==> config.mk <==
export PLATFORM = sky130hd
export DESIGN_NAME = vga_timing_decoder
export DESIGN_NICKNAME = d
export VERILOG_FILES = /design/src/rtl/vga_timing_decoder.sv
export SDC_FILE = /design/constraint.sdc
export NUM_CORES = 1
export LEC_CHECK = 0
export ABC_AREA = 1
export CAP_MARGIN = 40
export CORE_ASPECT_RATIO = 0.9
export CORE_MARGIN = 3
export CORE_UTILIZATION = 50
export DETAILED_ROUTE_END_ITERATION = 16
export PLACE_DENSITY = 0.84
export SYNTH_ARGS = -nofsm -noshare
export SYNTH_HDL_FRONTEND = slang
export SYNTH_SLANG_ARGS = --single-unit
export TNS_END_PERCENT = 100
==> constraint.sdc <==
create_clock -name clk -period 2.36 [get_ports clk]
set_input_delay 0.236 -clock clk [delete_from_list [all_inputs] [get_ports clk]]
set_output_delay 0.236 -clock clk [all_outputs]
set_load 0.02 [all_outputs]
==> src/rtl/vga_timing_decoder.sv <==
// Recovers pixel coordinates, frame geometry and lock status from an active-low vs/hs/blank stream.
// Optional DEC_NOMINAL_CHECK_EN: lock additionally requires H_TOTAL_NOM x V_TOTAL_NOM geometry.
module vga_timing_decoder #(
  parameter int CNT_W       = 13,
  parameter int LOCK_FRAMES = 2,
  parameter int H_TOTAL_NOM = 800,
  parameter int V_TOTAL_NOM = 525
) (
  input  logic             clk,
  input  logic             rst,
  input  logic             vs_ni,
  input  logic             hs_ni,
  input  logic             blank_ni,
  output logic [CNT_W-1:0] col_o,
  output logic [CNT_W-1:0] row_o,
  output logic             active_o,
  output logic             sof_o,
  output logic             eol_o,
  output logic [CNT_W-1:0] h_total_o,
  output logic [CNT_W-1:0] v_total_o,
  output logic [CNT_W-1:0] h_active_o,
  output logic [CNT_W-1:0] v_active_o,
  output logic             locked_o,
  output logic             err_o
);

  typedef enum logic [1:0] {UNLOCKED, ACQUIRE, LOCKED} lock_state_e;

`ifdef DEC_NOMINAL_CHECK_EN
  localparam bit NOM_CHECK = 1'b1;
`else
  localparam bit NOM_CHECK = 1'b0;
`endif

  localparam logic [CNT_W-1:0] CNT_MAX = '1;
  localparam logic [CNT_W-1:0] ONE     = CNT_W'(1);

  logic vs1_q, vs1_d, hs1_q, hs1_d, blank1_q, blank1_d;
  logic vs2_q, vs2_d, hs2_q, hs2_d, blank2_q, blank2_d;
  logic [CNT_W-1:0] h_cnt_q, h_cnt_d, v_cnt_q, v_cnt_d;
  logic [CNT_W-1:0] col_q, col_d, row_q, row_d, act_lines_q, act_lines_d;
  logic [CNT_W-1:0] h_total_q, h_total_d, v_total_q, v_total_d;
  logic [CNT_W-1:0] h_active_q, h_active_d, v_active_q, v_active_d;
  logic active_q, active_d, sof_q, sof_d, eol_q, eol_d;
  logic locked_q, locked_d, err_q, err_d;
  lock_state_e state_q, state_d;
  logic [7:0] good_q, good_d;
  logic line_bad_q, line_bad_d, first_frame_q, first_frame_d;

  logic hs_fall, vs_fall, blank_rise, blank_fall;
  logic h_sat, h_bad, v_bad, nom_ok, line_bad_now, frame_ok;
  logic [CNT_W-1:0] h_cnt_inc, act_lines_inc;
  logic [7:0] good_inc;

  // NOTE: every signal written here gets a default first, so no path can infer a latch.
  always_comb begin
    vs1_d    = vs_ni;
    hs1_d    = hs_ni;
    blank1_d = blank_ni;
    vs2_d    = vs1_q;
    hs2_d    = hs1_q;
    blank2_d = blank1_q;

    hs_fall    = hs2_q & ~hs1_q;
    vs_fall    = vs2_q & ~vs1_q;
    blank_rise = blank1_q & ~blank2_q;
    blank_fall = ~blank1_q & blank2_q;

    h_cnt_inc     = h_cnt_q + ONE;
    act_lines_inc = act_lines_q + ONE;
    h_sat  = !hs_fall && (h_cnt_q == CNT_MAX - ONE);
    h_bad  = hs_fall && (h_cnt_inc != h_total_q);
    v_bad  = (v_cnt_q != v_total_q);
    nom_ok = !NOM_CHECK || ((h_total_q == CNT_W'(H_TOTAL_NOM)) &&
                            (v_cnt_q == CNT_W'(V_TOTAL_NOM)));

    // Line and frame measurement, independent of lock state
    h_cnt_d   = hs_fall ? '0 : ((h_cnt_q == CNT_MAX) ? CNT_MAX : h_cnt_inc);
    h_total_d = hs_fall ? h_cnt_inc : h_total_q;
    v_cnt_d   = hs_fall ? v_cnt_q + ONE : v_cnt_q;
    v_total_d = v_total_q;
    if (vs_fall) begin
      v_total_d = v_cnt_q;
      v_cnt_d   = hs_fall ? ONE : '0;
    end

    col_d       = col_q;
    row_d       = row_q;
    act_lines_d = act_lines_q;
    h_active_d  = h_active_q;
    v_active_d  = v_active_q;
    if (blank_rise) begin
      col_d = '0;
    end else if (blank1_q) begin
      col_d = col_q + ONE;
    end
    if (blank_fall) begin
      h_active_d  = col_q + ONE;
      row_d       = row_q + ONE;
      act_lines_d = act_lines_inc;
    end
    if (vs_fall) begin
      v_active_d  = blank_fall ? act_lines_inc : act_lines_q;
      row_d       = '0;
      act_lines_d = '0;
    end

    active_d = blank1_q;
    sof_d    = blank_rise && (row_q == '0) && (act_lines_q == '0);
    // The pin is what stage 1 holds next cycle, so this flags the final active pixel
    eol_d    = blank1_q && !blank_ni;

    state_d       = state_q;
    good_d        = good_q;
    line_bad_d    = line_bad_q;
    first_frame_d = first_frame_q;
    err_d         = 1'b0;
    line_bad_now  = line_bad_q | h_bad;
    frame_ok      = 1'b0;
    good_inc      = good_q + 8'd1;
    unique case (state_q)
      UNLOCKED: begin
        if (vs_fall) begin
          state_d       = ACQUIRE;
          good_d        = '0;
          line_bad_d    = 1'b0;
          first_frame_d = 1'b1;
        end
      end
      ACQUIRE: begin
        if (h_sat) begin
          state_d = UNLOCKED;
        end else if (vs_fall) begin
          // v_total_o captured while unlocked may come from a partial frame; skip it as reference
          frame_ok      = !line_bad_now && (first_frame_q || !v_bad) && nom_ok;
          good_d        = frame_ok ? good_inc : '0;
          line_bad_d    = 1'b0;
          first_frame_d = 1'b0;
          if (frame_ok && (good_inc >= 8'(LOCK_FRAMES))) state_d = LOCKED;
        end else begin
          line_bad_d = line_bad_now;
        end
      end
      LOCKED: begin
        if (h_bad || h_sat || (vs_fall && (v_bad || !nom_ok))) begin
          err_d   = 1'b1;
          state_d = UNLOCKED;
        end
      end
      default: state_d = UNLOCKED;
    endcase
    locked_d = (state_d == LOCKED);
  end

  // NOTE: sequential state uses non-blocking assignments only, so all flops update together.
  always_ff @(posedge clk) begin
    if (rst) begin
      {vs1_q, hs1_q, blank1_q, vs2_q, hs2_q, blank2_q} <= '0;
      h_cnt_q       <= '0;
      v_cnt_q       <= '0;
      col_q         <= '0;
      row_q         <= '0;
      act_lines_q   <= '0;
      h_total_q     <= '0;
      v_total_q     <= '0;
      h_active_q    <= '0;
      v_active_q    <= '0;
      active_q      <= 1'b0;
      sof_q         <= 1'b0;
      eol_q         <= 1'b0;
      locked_q      <= 1'b0;
      err_q         <= 1'b0;
      state_q       <= UNLOCKED;
      good_q        <= '0;
      line_bad_q    <= 1'b0;
      first_frame_q <= 1'b0;
    end else begin
      {vs1_q, hs1_q, blank1_q} <= {vs1_d, hs1_d, blank1_d};
      {vs2_q, hs2_q, blank2_q} <= {vs2_d, hs2_d, blank2_d};
      h_cnt_q       <= h_cnt_d;
      v_cnt_q       <= v_cnt_d;
      col_q         <= col_d;
      row_q         <= row_d;
      act_lines_q   <= act_lines_d;
      h_total_q     <= h_total_d;
      v_total_q     <= v_total_d;
      h_active_q    <= h_active_d;
      v_active_q    <= v_active_d;
      active_q      <= active_d;
      sof_q         <= sof_d;
      eol_q         <= eol_d;
      locked_q      <= locked_d;
      err_q         <= err_d;
      state_q       <= state_d;
      good_q        <= good_d;
      line_bad_q    <= line_bad_d;
      first_frame_q <= first_frame_d;
    end
  end

  assign col_o      = col_q;
  assign row_o      = row_q;
  assign active_o   = active_q;
  assign sof_o      = sof_q;
  assign eol_o      = eol_q;
  assign h_total_o  = h_total_q;
  assign v_total_o  = v_total_q;
  assign h_active_o = h_active_q;
  assign v_active_o = v_active_q;
  assign locked_o   = locked_q;
  assign err_o      = err_q;

endmodule

==> results of run 1 <==
-- cells in the final DEF (no fill, tap or decap), types with 5 or more instances in the layout --
| master | synthesis | routed |
|---|---|---|
| nand2_1 | 134 | 134 |
| bufinv_16 | 0 | 5 |
| ha_1 | 10 | 10 |
| clkbuf_16 | 0 | 17 |
| nand3_1 | 45 | 45 |
| nand2_2 | 6 | 6 |
| nor4_1 | 5 | 5 |
| xor2_1 | 27 | 27 |
| o21ai_0 | 63 | 62 |
| o22ai_1 | 23 | 23 |
| nor3_1 | 19 | 19 |
| nand4_1 | 13 | 13 |
| clkdlybuf4s50_1 | 0 | 87 |
| nor2_1 | 114 | 113 |
| xnor2_1 | 8 | 8 |
| inv_1 | 133 | 133 |
| nor2_2 | 4 | 5 |
| dfxtp_1 | 139 | 138 |
| a21oi_1 | 53 | 53 |
| buf_4 | 1 | 9 |
-- report_power, final --
group	switching [uW]	internal, uW	total, uW
clock	972	1920	2900
sequential	38.4	2390	2430
combinational	213	126	339
-- metrics by stage --
step / utilization (%) / setup slack, ns / std cells / power, uW
after floorplan: - / 0.474 / 850 / 2690
after global placement: 60.2 / 0.353 / 1084 / 2810
after detailed placement: 60.2 / 0.269 / 1084 / 2820
after CTS: 65.6 / 0.257 / 1115 / 5700
after global routing: 65.6 / 0.00698 / 1115 / 5850
final: 65.6 / 0.285 / 1115 / 5670
-- flip-flops by register name (all words and copies together) (netlist names), 2 cells and up --
register     flops
v_total_o       13
act_lines_q     13
h_active_o      13
v_cnt_q         13
h_total_o       13
state_q          2
good_q           8
v_active_o      13
row_o           13
h_cnt_q         13
col_o           13
-- layer usage --
metal	up-vias	part of all wire [%]	track usage, %
met4	0	1.5	7.31
met3	22	6.7	6.50
li1	2918	-	-
met5	-	0	0
met2	175	45	33.6
met1	2598	46	28.8
-- final cells by class --
cell class	instances	area [um^2]	share of cell area [%]
clock inverters	11	191	2.41
clock buffers	20	457	5.75
well taps	160	200	2.52
inverters	137	514	6.47
multi-input cells	552	2860	36.0
flip-flops and latches	139	2780	35.0
repair buffers	96	938	11.8
-- cells by family (layout without fill, tap and decap cells) --
logic type / count (synthesis) / after routing / share of synthesized area (%)
AND/OR/NAND/NOR: 359 / 359 / 26.2
buffers and inverters: 159 / 264 / 9.64
adder cells (fa/ha/maj): 10 / 10 / 2.00
XOR/XNOR: 35 / 35 / 4.91
AO/OA/AOI/OAI: 148 / 148 / 12.7
flip-flops: 139 / 139 / 44.6
-- timing repair --
item                                    CTS  global route
resized for setup                         0             2
setup buffers                             0             0
endpoints found under the setup margin    0            13
-- worst reg2reg max path, stage by stage, from the launching register on --
cell      delay [ns]
dfxtp_1         0.41
inv_2           0.08
nor3_1          0.27
nand3_1         0.19
nor3_1          0.28
nand2_1         0.18
nor3_2          0.19
nand3_1         0.09
a221oi_1        0.29
-- path summary, 6_finish.rpt --
check | to | cells after the start
setup reg to reg | v_cnt_q[11] | 8
hold reg to reg | vs2_q | 2
setup / recovery | v_cnt_q[11] | 8
hold / removal | hs1_q | 3
==> flow_summary.json, run 1 <==
{
  "rsz0062_at_grt": "no",
  "mappedNetlistNets": 865,
  "clockRootBuffer": "clkbuf_16",
  "leakage_uw": 0.00312,
  "clk_transition_reported_paths_ns": 0.06,
  "wl_per_cell_um": 13.1,
  "cts_hold_buf": 0,
  "cts-buffers-inserted": 17,
  "slew_headroom_pct": 61.3,
  "synth-async-reset-ratio_pct": 0,
  "vias": 5713,
  "antenna_found_initial": 0,
  "critPathSlowestCell": "dfxtp_1",
  "max_stage_delay_ns": 0.41,
  "hpwl_um": 10300,
  "grt_max_degree": 36,
  "holdWs_ns": 0.339,
  "vias_per_cell": 5.12,
  "syn_area_um2": 6250,
  "synth.distinct_cells": 39,
  "yosysWarnings": 0,
  "cp-startpoint": "v_cnt_q[0]",
  "cts_sinks": 139,
  "ys_seq_area_share_pct": 44.6,
  "nets": 958,
  "yosys_register_bits": 139,
  "cp_num_buf_inv": 1,
  "design_area_um2": 7950,
  "grt_pass1_wl_um": 24400,
  "status": "finished clean",
  "cp_cell_sequence": "inv_2, nor3_1, nand3_1, nor3_1, nand2_1, nor3_2, nand3_1, a221oi_1",
  "path_max_fanout": 4,
  "min_from": "hs_ni",
  "h-tree-depth": 4,
  "endpoint_kind": "flip-flop",
  "coreArea_um2": 12100,
  "grt_pass1_vias": 5338,
  "period_needed_ns": 2.08,
  "routed_wl_um": 14600,
  "setup_tns_ns": 0,
  "die-area_um2": 13900,
  "grt-ovfl-total": 0,
  "diodes": 0,
  "syn_to_final_growth_pct": 27.3,
  "post_dp_cell_area_um2": 7300,
  "dr.pass1.iters": 5,
  "synthFlopType": "dfxtp_1",
  "r2r_slack_ns": 0.28,
  "powerDensity_nw_per_um2": 713,
  "initial_core_util_pct": 51.5,
  "die_h_um": 112,
  "fin_crit_sh_pct": 87.9,
  "ant_nets": 0,
  "criticalPathCategory": "reg2reg",
  "setup_viol": 0,
  "cp_data_arrival_time_ns": 2.37,
  "skew_ns": 0.00733,
  "ioPinCount": 88,
  "rows": 38,
  "final_max_slew_viol_count": 0,
  "ys_top_cells_by_count": "139 x dfxtp_1, 134 x nand2_1, 133 x inv_1, 114 x nor2_1, 63 x o21ai_0",
  "gp_congestion": 0.913,
  "cp_top_family": "simple AND/OR/NAND/NOR gates",
  "synth-edff-count": 0,
  "clk_latency_ns": 0.41,
  "portBuffers": 87,
  "syn_avg_cell_area_um2": 7.35,
  "synthCells": 850,
  "die_w_um": 124,
  "final-hold-violation-count": 0,
  "crit_required_ns": 2.66,
  "fillerInstances": 1014,
  "clk_path_buf_depth": 2,
  "yosys-top-cells-area": "dfxtp_1 45%, nand2_1 8.1%, inv_1 8.0%",
  "fmax_ghz": 0.482,
  "drt_iter0_markers": 541,
  "tightest_slew_ns": 0.578,
  "peakVddDrop_v": 0.000547,
  "cts_tree": "yes",
  "grtUsageTotal_pct": 21.7,
  "yosysMostFrequentCell": "dfxtp_1",
  "startpoint_type": "flip-flop",
  "maxCapViolations": 0,
  "drc": 0,
  "layout-drive-gt1-share_pct": 7.64,
  "yosysTopAreaCellShare_pct": 44.6,
  "hold_class": "in2reg",
  "reg2reg_from": "v_cnt_q[0]",
  "synth_top_area_cell": "dfxtp_1"
}
Note: power is estimated with default switching activity, not from simulation.
==> run 2, diff against run 1 <==
- clock period: 2.36 -> 2.7 ns (I/O delays scaled with it)
==> flow_summary.json, run 2 (synthesis results as in run 1) <==
{
  "status": "finished clean",
  "fmax_ghz": 0.456,
  "coreArea_um2": 12100,
  "maxCapViolations": 0,
  "grt-busiest-layer": "met2",
  "register_area_um2": 2780,
  "setup_viol": 0,
  "grtUsageTotal_pct": 21.7,
  "antenna_found_initial": 0,
  "h-tree-depth": 4,
  "pwr-share-comb_pct": 5.9,
  "diodes": 0,
  "drc": 0,
  "cts_hold_buf": 0,
  "layout-drive-gt1-share_pct": 7.54,
  "cts_sinks": 139,
  "routed_wl_um": 14700,
  "slew_headroom_pct": 47.9,
  "power_switching_uw": 1120,
  "ant_nets": 0,
  "hpwl_um": 10300,
  "post_cts.repair.setup_buffers": 0,
  "die_h_um": 112,
  "multi_input_area_um2": 2860,
  "initial_core_util_pct": 51.5,
  "peakVddDrop_v": 0.000479,
  "final_max_slew_viol_count": 0,
  "clk_path_buf_depth": 2,
  "cp_data_arrival_time_ns": 2.53,
  "clock_power_share_pct": 51.6,
  "rows": 38,
  "vias": 5851,
  "period_needed_ns": 2.20,
  "use_met1_pct": 29.2,
  "vias_per_cell": 5.25,
  "die_w_um": 124,
  "powerDensity_nw_per_um2": 628,
  "switching_share_pct": 22.5,
  "grt-ovfl-total": 0,
  "criticalPathCategory": "reg2reg",
  "fin_util_pct": 65.6,
  "syn_to_final_growth_pct": 27.3,
  "die-area_um2": 13900,
  "grt_util_met2_pct": 34.1,
  "fillerInstances": 1007,
  "cts_tree": "yes",
  "clockRootBuffer": "clkbuf_16",
  "final_common_cell": "dfxtp_1",
  "dr.pass1.iters": 5,
  "cts-buffers-inserted": 17,
  "p_seq_share_pct": 42.5,
  "use_met3_pct": 6.85,
  "grt_max_degree": 29,
  "path_max_fanout": 7,
  "rsz0062_at_grt": "no",
  "final_cell_mix": "139 x dfxtp_1, 134 x nand2_1, 133 x inv_1",
  "clk_transition_reported_paths_ns": 0.06,
  "startpoint_type": "flip-flop",
  "crit_required_ns": 3.04,
  "clk_latency_ns": 0.42,
  "grt_pass1_wl_um": 24400,
  "skew_ns": 0.0119,
  "intPower_uw": 3870,
  "drt_iter0_markers": 369,
  "wl_per_cell_um": 13.2,
  "hold_class": "in2reg",
  "endpoint_kind": "flip-flop",
  "gp_congestion": 0.890,
  "tightest_slew_ns": 0.779,
  "setup_tns_ns": 0,
  "fin_crit_sh_pct": 81.3,
  "portBuffers": 87,
  "final-hold-violation-count": 0,
  "cts_resized": 0,
  "nets": 957,
  "grt_pass1_vias": 5327,
  "leakage_uw": 0.00312,
  "ioPinCount": 88
}
run 2: path summary, 6_finish.rpt:
kind | depth (start not counted) | slack (ns) | from | end
setup / recovery | 11 | 0.50 | h_cnt_q[0] | good_q[5]
hold / removal | 3 | 0.37 | vs_ni | vs1_q
setup reg to reg | 11 | 0.50 | h_cnt_q[0] | good_q[5]
hold reg to reg | 2 | 0.43 | vs1_q | vs2_q
run 2: power by group through the flow:
| stage | clock network, uW | logic [uW] | registers [uW] |
|---|---|---|---|
| 2_1_floorplan | 0 | 164 | 2190 |
| 3_3_place_gp | 0 | 286 | 2170 |
| 3_5_place_dp | 0 | 291 | 2170 |
| 4_1_cts | 2610 | 294 | 2120 |
| 5_1_grt | 2710 | 326 | 2130 |
| 6_report | 2570 | 294 | 2120 |
run 2: critical path, cell delays in order, from the launching register on:
cell     delay [ns]
dfxtp_1        0.43
ha_1           0.23
nand3_1        0.14
o21ai_0        0.25
nand2_1        0.13
nand2_1        0.08
nand4_1        0.09
nor2_1         0.17
nand3_2        0.14
a21oi_2        0.22
nand3_1        0.11
a21oi_1        0.14
run 2: final cells by class:
class                           instances  share of cell area (%)
Clock inverter                         13                    2.69
Sequential cell                       139                    35.0
Clock buffer                           19                    5.57
Tap cell                              160                    2.52
Timing Repair Buffer                   95                    11.7
Inverter                              137                    6.47
Multi-Input combinational cell        552                    36.0
run 2: per-stage QoR:
step	cells	cell area [um^2]	setup slack, ns	hold slack, ns	total power, uW
floorplan	850	6250	0.814	0.349	2350
global placement	1083	7290	0.579	0.424	2450
detailed placement	1083	7290	0.510	0.431	2460
CTS	1115	7950	0.518	0.366	5030
global route	1115	7950	0.229	0.380	5160
finish	1115	7950	0.505	0.372	4990
run 2: routing by layer:
layer / share of wire (%) / vias to the layer above
met5: 0 / -
met4: 1.2 / 0
met3: 6.9 / 24
met2: 46 / 185
met1: 46 / 2718
li1: - / 2924
==> run 3, diff against run 2 <==
- CORE_UTILIZATION: 50 -> 49
- PLACE_DENSITY: 0.84 -> 0.86
- clock period: 2.7 -> 1.8 ns (I/O delays scaled with it)
==> flow_summary.json, run 3 (synthesis results as in run 1) <==
{
  "cp_top_family": "simple AND/OR/NAND/NOR gates",
  "initial_core_util_pct": 50.9,
  "drc": 0,
  "cts_sinks": 139,
  "powerDensity_nw_per_um2": 834,
  "hpwl_um": 11100,
  "violations": "negative setup slack",
  "startpoint_type": "flip-flop",
  "grtUsageTotal_pct": 22.9,
  "clk_path_buf_depth": 2,
  "path_max_fanout": 5,
  "grt_max_degree": 25,
  "crit_required_ns": 2.16,
  "rows": 38,
  "vias": 6125,
  "hold_class": "in2reg",
  "skew_ns": 0.00651,
  "grt_pass1_wl_um": 26700,
  "diodes": 0,
  "portBuffers": 87,
  "coreArea_um2": 12300,
  "ant_nets": 0,
  "layout-drive-gt1-share_pct": 18.6,
  "drt_iter0_markers": 452,
  "endpoint_kind": "flip-flop",
  "h-tree-depth": 4,
  "period_needed_ns": 2.01,
  "clockRootBuffer": "clkbuf_16",
  "cp_data_arrival_time_ns": 2.37,
  "ioPinCount": 88,
  "max_stage_delay_ns": 0.39,
  "cp_num_buf_inv": 1,
  "criticalPathCategory": "reg2reg",
  "cts_tree": "yes",
  "routed_wl_um": 16800,
  "rsz0062_at_grt": "yes",
  "post_dp_cell_area_um2": 7730,
  "tightest_slew_ns": 0.410,
  "die_h_um": 113,
  "gp_congestion": 0.941,
  "final_cell_mix": "131 x dfxtp_1, 130 x nand2_1, 125 x inv_1",
  "grt_pass1_vias": 5785,
  "vias_per_cell": 5.17,
  "fmax_ghz": 0.497,
  "antenna_found_initial": 0,
  "die_w_um": 125,
  "clk_transition_reported_paths_ns": 0.05,
  "clk_latency_ns": 0.42,
  "final-hold-violation-count": 0,
  "wl_per_cell_um": 14.2,
  "fin_crit_sh_pct": 112,
  "maxCapViolations": 0,
  "setup_slack_ns": -0.213,
  "die-area_um2": 14100,
  "cts-buffers-inserted": 17,
  "holdWs_ns": 0.279,
  "syn_to_final_growth_pct": 39.0,
  "critPathSlowestCell": "dfxtp_4",
  "grt-ovfl-total": 0,
  "status": "finished, violations left",
  "dr.pass1.iters": 7,
  "setup_tns_ns": -2.11,
  "final_common_cell": "dfxtp_1",
  "setup_viol": 13,
  "nets": 1026,
  "leakage_uw": 0.00356,
  "design_area_um2": 8680,
  "peakVddDrop_v": 0.000673,
  "final_max_slew_viol_count": 0,
  "cp_cell_sequence": "inv_4, ha_4, xor2_1, nand2_1, nor2_1, nand2_1, nor2_1, nand2_1, nor2_1, nand3_2, nand2_4, nand4_4, nor2_2, nor2_1, nor2_1",
  "slew_headroom_pct": 72.7,
  "cpMostUsedCell": "nor2_1"
}
run 3: cell types whose count changed in the layout (fill, tap and decap cells not counted), moves of 8 or more:
cell and change:
inv_1 -8, nor2_2 +8, nor2_1 -13, dfxtp_1 -8
buf_4 +66
run 3: routing by layer:
layer	wire (um)	share of wire [%]	up-vias	GRT usage [%]
met5	0	0	-	0
met4	225	1.3	0	7.01
met3	1100	6.5	22	7.41
met2	8180	49	206	37.7
met1	7290	43	2834	28.9
li1	-	-	3063	-
run 3: worst paths after layout:
path | start | end | slack, ns | cells after the start
hold / removal | hs_ni | hs1_q | 0.28 | 3
setup / recovery | h_cnt_q[0] | good_q[7] | -0.21 | 15
hold reg to reg | vs1_q | vs2_q | 0.44 | 2
setup reg to reg | h_cnt_q[0] | good_q[7] | -0.21 | 15
run 3: metrics by stage:
stage / setup slack (ns) / utilization [%] / instances / total power, uW
after CTS: -0.146 / 68.3 / 1170 / 7240
after floorplan: 0.00603 / - / 850 / 3540
after global placement: -0.0721 / 63.0 / 1137 / 3730
after global routing: -0.360 / 70.8 / 1184 / 7500
final: -0.213 / 70.8 / 1184 / 7240
after detailed placement: -0.146 / 63.0 / 1137 / 3750
run 3: what timing repair did:
| item | CTS | global route |
|---|---|---|
| setup endpoints to repair | 22 | 43 |
| resized for setup | 12 | 59 |
| buffers inserted | 1 | 14 |
| pin swaps | 2 | 27 |
| hold buffers | 0 | 0 |
run 3: worst min-delay path: stages:
cell             delay [ns]
clkdlybuf4s50_1        0.40
inv_1                  0.05
nor2_1                 0.03
run 3: area by class of cell:
cell class | count | area [um^2]
inverters | 137 | 519
fillers | 885 | 3590
clock inverters | 12 | 148
multi-input cells | 552 | 3100
repair buffers | 164 | 1470
well taps | 160 | 200
flip-flops and latches | 139 | 2800
clock buffers | 20 | 447
run 3: where the power goes:
part / switching (uW) / internal [uW] / total (uW) / leakage [uW]
clock network: 1320 / 2200 / 3520 / 0.000290
registers: 53.7 / 3140 / 3190 / 0.00113
logic: 312 / 217 / 530 / 0.00214
total: 1680 / 5560 / 7240 / 0.00356
==> RTL edit: new RTL, config.mk and constraints of run 1 <==
Change the parameter `CNT_W` from 13 to 26.
--- a/src/rtl/vga_timing_decoder.sv
+++ b/src/rtl/vga_timing_decoder.sv
@@ -1,7 +1,7 @@
 // Recovers pixel coordinates, frame geometry and lock status from an active-low vs/hs/blank stream.
 // Optional DEC_NOMINAL_CHECK_EN: lock additionally requires H_TOTAL_NOM x V_TOTAL_NOM geometry.
 module vga_timing_decoder #(
-  parameter int CNT_W       = 13,
+  parameter int CNT_W       = 26,
   parameter int LOCK_FRAMES = 2,
   parameter int H_TOTAL_NOM = 800,
   parameter int V_TOTAL_NOM = 525
Ports: changed (6 resized); port bits go from 88 to 166. The function was not compared with the original's and may differ.
==> RTL edit against run 1 <==
- sequential cell count increased by 117
- final cell count is 100% higher
- die area increased by 88%
- total power grew 68%
- fmax decreased by 13%
- sequential power grew 83%
- largest cell class unchanged
- final area grew 95%
- the flow now finishes with violations (setup timing)
- largest power group unchanged
- synthesized area rose by 93%
- worst setup slack worse by 0.30 ns
- wire length is 130% higher
==> RTL edit: results (changes against run 1) <==
| Metric | Value |
|---|---|
| Post-Syn Instances | `1730 (+100%)` |
| Layout cells sized above 1 | `10.6% (+3.0 points)` |
| Failing checks | `setup timing` |
| VDD IR-drop max | `488 uV (-11%)` |
| Post-Place Worst Slack | `-0.00256 ns (-0.271 ns)` |
| CP startpoint | `h_cnt_q[1]` |
| Switching Share | `23.0% (+1.4 points)` |
| Vias/cell | `5.33 (+4.0%)` |
| Htree depth | `1 (-3)` |
| Post-route setup slack | `-0.0174 ns (-0.302 ns)` |
| Top post-synthesis cells by count | `nand2_1 (336), inv_1 (276), dfxtp_1 (256), nor2_1 (228), o21ai_0 (116)` |
| Post-synthesis cell type count | `46 (+18%)` |
| Crit-path max cell delay | `0.38 ns (-0.03 ns)` |
| Sequential share of the synthesized area | `42.5% (-2.1 points)` |
| Setup TNS Final | `-0.0174 ns (-0.0174 ns)` |
| Status | `complete, but fails checks` |
| Nets@finish | `1939 (+100%)` |
| Final wirelength | `33600 microns (+130%)` |
| WHS Endpoint | `v_cnt_q[0]` |
| First-pass GRT wire length | `54200 microns (+120%)` |
| Placed cell area | `0.0142 sq mm (+95%)` |
| Met2 routed WL | `15600 microns (+140%)` |
| CP arrival | `2.85 ns (+0.48 ns)` |
| Crit Path Max Fanout | `7 (+3)` |
| CTS resizes | `2 (+2)` |
| Met1 WL | `14600 microns (+120%)` |
| Pin count of the biggest net entering global routing | `74 (+110%)` |
| Endpoints failing setup | `1 (+1)` |
| PortBufs | `165 (+90%)` |
| Met1 Resource Use GR | `32.4% (+3.6 points)` |
| M3 GR Usage | `5.48% (-1.0 points)` |
| Met2 Use GR | `40.9% (+7.3 points)` |
| WL met3 | `2470 microns (+150%)` |
-- RTL edit: changes by cell type in the layout (fill, tap and decap cells not counted), moves of 27 or more --
| cell | run 1 | this run |
|---|---|---|
| buf_4 | 9 | 47 |
| nand3_1 | 45 | 97 |
| nand2_1 | 134 | 320 |
| nor2_1 | 113 | 206 |
| dfxtp_1 | 138 | 243 |
| o21ai_0 | 62 | 116 |
| a21oi_1 | 53 | 80 |
| inv_1 | 133 | 273 |
| clkdlybuf4s50_1 | 87 | 164 |
-- RTL edit: critical path: cells and delay by family (launching register included) --
kind / cells / cell delay, ns
and+or+nand+nor: 17 / 1.68
DFF: 1 / 0.38
adders and majority gates: 1 / 0.16
buffers and inverters: 1 / 0.10
-- RTL edit: layout make-up --
class,instances,area (sq um)
fill,1928,8030
multi-input combinational,1145,5970
sequential,256,5150
timing repair buffer,214,2030
clock inverter,12,160
tap,302,378
inverter,280,1060
clock buffer,37,773
-- RTL edit: how the worst max path moves through the flow --
stage | slack (ns) | cells past startpoint | end
after floorplan | 0.16 | 11 | h_active_o[22]
after global placement | 0.08 | 17 | good_q[2]
after CTS | 0.02 | 17 | locked_o
final | -0.02 | 19 | good_q[4]
after global routing | -0.19 | 19 | locked_o
after detailed placement | -0.003 | 17 | locked_o
-- RTL edit: cells by family after synthesis --
group,count (synthesis),synth area share [%]
AND/OR/NAND/NOR,811,29.8
buffers and inverters,329,10.3
AO/OA/AOI/OAI,260,11.6
flip-flops,256,42.5
XOR/XNOR,64,4.76
adder cells (fa/ha/maj),10,1.04
-- RTL edit: power by group through the flow --
stage                     sequential (uW)  combinational, uW  clock [uW]
after detailed placement             4540                551           0
after floorplan                      4590                276           0
after CTS                            4440                556        4530
final                                4450                576        4470
after global placement               4540                538           0
after global routing                 4460                631        4720
